### src/rtl/data_mem_arbiter_pkg.sv
`default_nettype none
// ============================================================================
// data_mem_arbiter_pkg : shared types and defaults for the data memory arbiter
// Rev 1.0
// ============================================================================
package data_mem_arbiter_pkg;

  localparam int DEF_ADDR_W = 16;
  localparam int DEF_DATA_W = 8;

  typedef enum logic [1:0] {
    IDLE = 2'd0,
    OWN0 = 2'd1,
    OWN1 = 2'd2
  } arb_state_t;

  typedef logic req_id_t;

  localparam req_id_t ID0 = 1'b0;
  localparam req_id_t ID1 = 1'b1;

  function automatic arb_state_t own_state(input req_id_t id);
    return (id == ID1) ? OWN1 : OWN0;
  endfunction

endpackage
`default_nettype wire

### src/rtl/data_mem_arbiter_if.sv
`default_nettype none
// ============================================================================
// data_mem_arbiter_if : requester and data-memory signals of the arbiter
// Rev 1.0
// ============================================================================
interface data_mem_arbiter_if
  import data_mem_arbiter_pkg::*;
#(
  parameter int ADDR_W = DEF_ADDR_W,
  parameter int DATA_W = DEF_DATA_W
);

  logic              req0;
  logic              we0;
  logic [ADDR_W-1:0] addr0;
  logic [DATA_W-1:0] wdata0;
  logic              gnt0;
  logic              rvalid0;

  logic              req1;
  logic              we1;
  logic [ADDR_W-1:0] addr1;
  logic [DATA_W-1:0] wdata1;
  logic              gnt1;
  logic              rvalid1;

  logic [DATA_W-1:0] rdata;

  logic [ADDR_W-1:0] mem_addr;
  logic [DATA_W-1:0] mem_wdata;
  logic              mem_we;
  logic [DATA_W-1:0] mem_rdata;

  // master: requesters plus the memory itself; slave: the arbiter
  modport master (
    output req0, we0, addr0, wdata0,
    output req1, we1, addr1, wdata1,
    input  gnt0, rvalid0, gnt1, rvalid1, rdata,
    input  mem_addr, mem_wdata, mem_we,
    output mem_rdata
  );

  modport slave (
    input  req0, we0, addr0, wdata0,
    input  req1, we1, addr1, wdata1,
    output gnt0, rvalid0, gnt1, rvalid1, rdata,
    output mem_addr, mem_wdata, mem_we,
    input  mem_rdata
  );

endinterface
`default_nettype wire

### src/rtl/data_mem_arbiter_read_tag_pipe.sv
`default_nettype none
// ============================================================================
// data_mem_arbiter_read_tag_pipe : RD_LAT-deep {valid, id} tag shift register
// Rev 1.0
// ============================================================================
module data_mem_arbiter_read_tag_pipe
  import data_mem_arbiter_pkg::*;
#(
  parameter int RD_LAT = 1
) (
  input  wire logic    clk,
  input  wire logic    rst,
  input  wire logic    in_valid,
  input  wire req_id_t in_id,
  output logic         out_valid,
  output req_id_t      out_id
);

  logic [RD_LAT-1:0] valid_q;
  logic [RD_LAT-1:0] id_q;

  if (RD_LAT == 1) begin : g_single
    always_ff @(posedge clk or negedge rst) begin
      if (!rst) begin
        valid_q <= '0;
        id_q    <= '0;
      end else begin
        valid_q <= in_valid;
        id_q    <= in_id;
      end
    end
  end else begin : g_multi
    always_ff @(posedge clk or negedge rst) begin
      if (!rst) begin
        valid_q <= '0;
        id_q    <= '0;
      end else begin
        valid_q <= {valid_q[RD_LAT-2:0], in_valid};
        id_q    <= {id_q[RD_LAT-2:0], in_id};
      end
    end
  end

  assign out_valid = valid_q[RD_LAT-1];
  assign out_id    = id_q[RD_LAT-1];

endmodule
`default_nettype wire

### src/rtl/data_mem_arbiter.sv
`default_nettype none
// ============================================================================
// data_mem_arbiter : round-robin, burst-bounded two-master data memory arbiter
// Rev 1.0
// ============================================================================
module data_mem_arbiter
  import data_mem_arbiter_pkg::*;
#(
  parameter int ADDR_W    = DEF_ADDR_W,
  parameter int DATA_W    = DEF_DATA_W,
  parameter int RD_LAT    = 1,
  parameter int MAX_BURST = 4
) (
  input  wire logic         clk,
  input  wire logic         rst,
  data_mem_arbiter_if.slave bus
);

  localparam int CNT_W = (MAX_BURST > 1) ? $clog2(MAX_BURST) : 1;
  localparam logic [CNT_W-1:0] BURST_LAST = CNT_W'(MAX_BURST - 1);
  localparam logic [CNT_W-1:0] CNT_ONE    = CNT_W'(1);

  arb_state_t       state, state_nxt;
  req_id_t          rr_ptr, ptr_nxt;
  logic [CNT_W-1:0] burst_cnt, burst_nxt;

  logic    gnt0, gnt1;
  logic    own_req, oth_req;
  req_id_t own_id;

  logic [ADDR_W-1:0] addr_mux;
  logic [DATA_W-1:0] wdata_mux;
  logic              we_mux;

  logic    rd_issue;
  req_id_t rd_id;
  logic    tag_valid;
  req_id_t tag_id;

  always_ff @(posedge clk or negedge rst) begin
    if (!rst) begin
      state     <= IDLE;
      rr_ptr    <= ID0;
      burst_cnt <= '0;
    end else begin
      state     <= state_nxt;
      rr_ptr    <= ptr_nxt;
      burst_cnt <= burst_nxt;
    end
  end

  assign gnt0 = (state == OWN0) && bus.req0;
  assign gnt1 = (state == OWN1) && bus.req1;

  always_comb begin
    state_nxt = state;
    burst_nxt = burst_cnt;
    ptr_nxt   = rr_ptr;
    own_id    = (state == OWN1) ? ID1 : ID0;
    own_req   = (own_id == ID1) ? bus.req1 : bus.req0;
    oth_req   = (own_id == ID1) ? bus.req0 : bus.req1;

    case (state)
      IDLE: begin
        burst_nxt = '0;
        if (bus.req0 && bus.req1) begin
          state_nxt = own_state(rr_ptr);
        end else if (bus.req0) begin
          state_nxt = OWN0;
        end else if (bus.req1) begin
          state_nxt = OWN1;
        end
      end

      OWN0, OWN1: begin
        if (!own_req) begin
          burst_nxt = '0;
          state_nxt = oth_req ? own_state(~own_id) : IDLE;
        end else if (oth_req && (burst_cnt == BURST_LAST)) begin
          // burst expired with the other side waiting: hand over without a bubble
          state_nxt = own_state(~own_id);
          burst_nxt = '0;
          ptr_nxt   = ~own_id;
        end else if (burst_cnt != BURST_LAST) begin
          burst_nxt = burst_cnt + CNT_ONE;
        end
      end

      default: begin
        state_nxt = IDLE;
        burst_nxt = '0;
      end
    endcase
  end

  always_comb begin
    addr_mux  = '0;
    wdata_mux = '0;
    we_mux    = 1'b0;
    if (gnt0) begin
      addr_mux  = bus.addr0;
      wdata_mux = bus.wdata0;
      we_mux    = bus.we0;
    end else if (gnt1) begin
      addr_mux  = bus.addr1;
      wdata_mux = bus.wdata1;
      we_mux    = bus.we1;
    end
  end

  assign bus.mem_addr  = addr_mux;
  assign bus.mem_wdata = wdata_mux;
  assign bus.mem_we    = we_mux;
  assign bus.gnt0      = gnt0;
  assign bus.gnt1      = gnt1;

  assign rd_issue = (gnt0 && !bus.we0) || (gnt1 && !bus.we1);
  assign rd_id    = gnt1 ? ID1 : ID0;

  data_mem_arbiter_read_tag_pipe #(
    .RD_LAT (RD_LAT)
  ) u_tag_pipe (
    .clk       (clk),
    .rst       (rst),
    .in_valid  (rd_issue),
    .in_id     (rd_id),
    .out_valid (tag_valid),
    .out_id    (tag_id)
  );

  assign bus.rvalid0 = tag_valid && (tag_id == ID0);
  assign bus.rvalid1 = tag_valid && (tag_id == ID1);
  assign bus.rdata   = bus.mem_rdata;

  a_one_grant : assert property (@(posedge clk) disable iff (!rst) !(gnt0 && gnt1));

endmodule
`default_nettype wire
### src/flat_wrapper.sv
// flat-port wrapper written by rule: the top's interface ports become plain ports
module data_mem_arbiter_flat import data_mem_arbiter_pkg::*;
#(
  parameter int ADDR_W    = DEF_ADDR_W,
  parameter int DATA_W    = DEF_DATA_W,
  parameter int RD_LAT    = 1,
  parameter int MAX_BURST = 4
)
  (clk, rst, bus_req0, bus_we0, bus_addr0, bus_wdata0, bus_req1, bus_we1, bus_addr1, bus_wdata1, bus_gnt0, bus_rvalid0, bus_gnt1, bus_rvalid1, bus_rdata, bus_mem_addr, bus_mem_wdata, bus_mem_we, bus_mem_rdata);
  data_mem_arbiter_if #(.ADDR_W(ADDR_W), .DATA_W(DATA_W)) bus_i ();
  input  wire logic clk;
  input  wire logic rst;
  input wire logic [$bits(bus_i.req0)-1:0] bus_req0;
  input wire logic [$bits(bus_i.we0)-1:0] bus_we0;
  input wire logic [$bits(bus_i.addr0)-1:0] bus_addr0;
  input wire logic [$bits(bus_i.wdata0)-1:0] bus_wdata0;
  input wire logic [$bits(bus_i.req1)-1:0] bus_req1;
  input wire logic [$bits(bus_i.we1)-1:0] bus_we1;
  input wire logic [$bits(bus_i.addr1)-1:0] bus_addr1;
  input wire logic [$bits(bus_i.wdata1)-1:0] bus_wdata1;
  output wire logic [$bits(bus_i.gnt0)-1:0] bus_gnt0;
  output wire logic [$bits(bus_i.rvalid0)-1:0] bus_rvalid0;
  output wire logic [$bits(bus_i.gnt1)-1:0] bus_gnt1;
  output wire logic [$bits(bus_i.rvalid1)-1:0] bus_rvalid1;
  output wire logic [$bits(bus_i.rdata)-1:0] bus_rdata;
  output wire logic [$bits(bus_i.mem_addr)-1:0] bus_mem_addr;
  output wire logic [$bits(bus_i.mem_wdata)-1:0] bus_mem_wdata;
  output wire logic [$bits(bus_i.mem_we)-1:0] bus_mem_we;
  input wire logic [$bits(bus_i.mem_rdata)-1:0] bus_mem_rdata;
  assign bus_i.req0 = bus_req0;
  assign bus_i.we0 = bus_we0;
  assign bus_i.addr0 = bus_addr0;
  assign bus_i.wdata0 = bus_wdata0;
  assign bus_i.req1 = bus_req1;
  assign bus_i.we1 = bus_we1;
  assign bus_i.addr1 = bus_addr1;
  assign bus_i.wdata1 = bus_wdata1;
  assign bus_gnt0 = bus_i.gnt0;
  assign bus_rvalid0 = bus_i.rvalid0;
  assign bus_gnt1 = bus_i.gnt1;
  assign bus_rvalid1 = bus_i.rvalid1;
  assign bus_rdata = bus_i.rdata;
  assign bus_mem_addr = bus_i.mem_addr;
  assign bus_mem_wdata = bus_i.mem_wdata;
  assign bus_mem_we = bus_i.mem_we;
  assign bus_i.mem_rdata = bus_mem_rdata;
  data_mem_arbiter #(.ADDR_W(ADDR_W), .DATA_W(DATA_W), .RD_LAT(RD_LAT), .MAX_BURST(MAX_BURST)) u_core (.clk(clk), .rst(rst), .bus(bus_i));
endmodule
### config.mk
export PLATFORM = sky130hd
export DESIGN_NAME = data_mem_arbiter_flat
export DESIGN_NICKNAME = d
export VERILOG_FILES = /design/src/rtl/data_mem_arbiter_pkg.sv /design/src/rtl/data_mem_arbiter_if.sv /design/src/rtl/data_mem_arbiter_read_tag_pipe.sv /design/src/rtl/data_mem_arbiter.sv /design/src/flat_wrapper.sv
export SDC_FILE = /design/constraint.sdc
export NUM_CORES = 1
export LEC_CHECK = 0
export ABC_AREA = 1
export CORE_MARGIN = 1.5
export CORE_UTILIZATION = 32
export CTS_BUF_LIST = sky130_fd_sc_hd__clkbuf_4 sky130_fd_sc_hd__clkbuf_8
export CTS_CLUSTER_DIAMETER = 40
export CTS_CLUSTER_SIZE = 28
export DETAILED_ROUTE_END_ITERATION = 10
export PLACE_DENSITY = 0.89
export SYNTH_ARGS = -nofsm -noshare
export SYNTH_HDL_FRONTEND = slang
export SYNTH_SLANG_ARGS = --single-unit
### constraint.sdc
create_clock -name clk -period 2.17 [get_ports clk]
set_input_delay 0.434 -clock clk [delete_from_list [all_inputs] [get_ports clk]]
set_output_delay 0.434 -clock clk [all_outputs]
set_load 0.005 [all_outputs]
==> metrics <==
Port Buf Inserts=82; commonest non-fill, non-tap cells in the layout=67 x sky130_fd_sc_hd__nand2_1, 53 x sky130_fd_sc_hd__clkdlybuf4s50_1, 23 x sky130_fd_sc_hd__nand3_1; register area=176 µm²; final clock period utilization by the worst path=97.9%; clock tree root driver cell=sky130_fd_sc_hd__clkbuf_4; Multi-input gate area=668 µm²; post-route insts no fill=285; combinational family with the most area after synthesis=simple AND/OR/NAND/NOR gates; timing-limited maximum frequency=471 MHz; number of placed cells counting well taps=272; post-synthesis sequential area ratio=18.8%; antenna violations before repair=0; overall routing resource usage=21.4%; vias per std cell=4.74; ratio of cells with drive above 1 in the final layout=24.0%; total of max-cap violations=0; transition time of the tightest slew-check pin=0.315 ns; Sinks on Clock Net=7; full die area=3250 µm²; PnR Total Power=1.51 mW; antenna diode count=0; Fin. Hold Viols=0; post-synthesis cell type count=20; combined area of all synthesized cells=932 µm²; final design area excluding fillers=2010 µm²; core outline area=2760 µm²; number of enable flip-flop cells after synthesis=0; commonest register cell after synthesis=sky130_fd_sc_hd__dfrtp_1; CTS hold repair buffers=0; classification of the worst setup path=reg2out; number of buffers on the longest clock path=2; wire length of the first global-routing pass=5530 µm; RePlAce Congestion=0.901; Relative slew margins=78.9%; clock transition at the register clock pins on the worst setup and hold paths after CTS=0.06 ns; setup-violating endpoint count in the final report=0; count of filler cells inserted in the layout=220; effective utilization at floorplan=33.8%; Data arrival, critical path=1.69 ns; clock latency reported for the late side of the worst-skew pair=0.26 ns; minimum hold slack=0.432 ns; DRC violations left=0; Synth Area in Simple Gates=49.3%; vias in the first global route=1,269; cells after synthesis=158; Synthesis Warnings=0; status=complete, no violations; number of detailed-routing iterations run before antenna repair=4; count of state elements after synthesis=7; area after detailed placement=1830 µm²; CTS tree=built; leakage=1.08 nW; clk_skew=0.00413 ns; syn nets=226; total negative slack=0 ns; die width=57.0 µm; num ports=99; die height=57.0 µm; post-route core utilization=72.9%; Synth Area in XOR/XNOR=0.940%; most common cell after layout, fill and taps aside=sky130_fd_sc_hd__nand2_1; critical path endpoint category=primary output; Row Count=19; startpoint class of the critical path=register; residual overflow from global routing=0; peak supply drop=566 µV; Max Fanout on Critical Path=5; minimum clock period=2.12 ns; endpoint required time on the critical path=1.74 ns; Net count, final=323; drt total wl=3590 µm; total number of vias=1,350; wire per inst=12.6 µm; total clock buffers created by CTS=3; DRC marker count from the first detailed-route iteration=48; worst path setup slack after routing=0.0458 ns; class of the tightest hold or removal check=in2async; Area Growth Syn to Fin=116%; Pins Over Slew Limit=0; fraction of the mapped netlist area in adder cells=8.05%; post-detailed-route count of antenna-violating nets=0; Detailed Place HPWL=2590 µm; Synth async-reset ratio=100%; setup repair after global routing missed its margin=true; Compound-Gate Fraction of Synth Area=6.98%; Post-Place Setup Slack=-0.181 ns; level count of the clock H-tree=1; mux share of post-synthesis cell area=0%; power density cells=749 nW/µm²; synthesized area per cell=5.90 µm²; largest net degree at the start of global routing=18
-- cell families after synthesis --
family,count (synthesis)
AO/OA/AOI/OAI,9
XOR/XNOR,1
adder cells (fa/ha/maj),6
buffers and inverters,27
flip-flops,7
AND/OR/NAND/NOR,108
-- per-layer routing --
layer	up-vias	part of all wire, %	GRT usage [%]
li1	687	-	-
met1	599	40	25.9
met2	55	52	37.9
met3	9	6.7	4.54
met4	0	1.3	6.64
met5	-	0	0
-- critical path, cell delays in order (launching register included) --
cell and delay (ns):
sky130_fd_sc_hd__dfrtp_1 0.42, sky130_fd_sc_hd__buf_6 0.14, sky130_fd_sc_hd__ha_4 0.16, sky130_fd_sc_hd__nand2_4 0.07, sky130_fd_sc_hd__inv_4 0.04, sky130_fd_sc_hd__buf_4 0.13, sky130_fd_sc_hd__buf_4 0.15, sky130_fd_sc_hd__nand3_1 0.07
sky130_fd_sc_hd__nand2_1 0.05, sky130_fd_sc_hd__clkdlybuf4s15_1 0.20
-- where the power goes --
group	total, mW	leakage [nW]	switching [mW]	internal, mW
combinational	1.16	0.969	0.550	0.611
sequential	0.209	0.0920	0.0362	0.173
clock	0.136	0.0184	0.0531	0.0830
total	1.51	1.08	0.639	0.867
-- state kept, by name, indices dropped and copies added, names as in the netlist --
signal,cells
u_core.u_tag_pipe.out_valid,1
u_core.state,2
u_core.u_tag_pipe.out_id,1
u_core.burst_cnt,2
u_core.rr_ptr,1
-- cell usage after synthesis (2+ instances only) --
| cell type | instances | area share, % |
|---|---|---|
| sky130_fd_sc_hd__inv_1 | 9 | 3.6 |
| sky130_fd_sc_hd__dfrtp_1 | 7 | 19 |
| sky130_fd_sc_hd__nand3_1 | 28 | 15 |
| sky130_fd_sc_hd__ha_1 | 6 | 8.1 |
| sky130_fd_sc_hd__buf_4 | 12 | 9.7 |
| sky130_fd_sc_hd__nor2_1 | 7 | 2.8 |
| sky130_fd_sc_hd__inv_2 | 4 | 1.6 |
| sky130_fd_sc_hd__buf_2 | 2 | 1.1 |
| sky130_fd_sc_hd__a21oi_1 | 3 | 1.6 |
| sky130_fd_sc_hd__nand2_1 | 67 | 27 |
| sky130_fd_sc_hd__o21ai_1 | 2 | 1.1 |
| sky130_fd_sc_hd__nand2_2 | 3 | 2.0 |
-- repair_timing --
item                       CTS  global route
pin swaps                    1             2
cloned                       1             0
buffers inserted             3             5
setup endpoints to repair   27            18
gates resized for setup     36            56
-- final cells by class --
| type | count | share of cell area, % |
|---|---|---|
| Inverter | 13 | 2.93 |
| Sequential cell | 7 | 8.78 |
| Tap cell | 31 | 1.93 |
| Clock buffer | 4 | 1.49 |
| Multi-Input combinational cell | 124 | 33.3 |
| Timing Repair Buffer | 106 | 51.6 |
-- path summary, 6_finish.rpt --
check                                     start                  end  slack [ns]  depth (start not counted)
worst max-delay path            u_core.state[1]     bus_mem_addr[14]        0.05                          9
worst min-delay path                        rst  u_core.burst_cnt[0]        0.43                          1
worst max register to register  u_core.state[0]  u_core.burst_cnt[1]        0.47                          9
worst min register to register    u_core.rr_ptr        u_core.rr_ptr        0.51                          2
max in group asynchronous                   rst      u_core.state[0]        1.48                          1
min in group clk                  u_core.rr_ptr        u_core.rr_ptr        0.51                          2
Note: power is estimated with default switching activity, not from simulation.
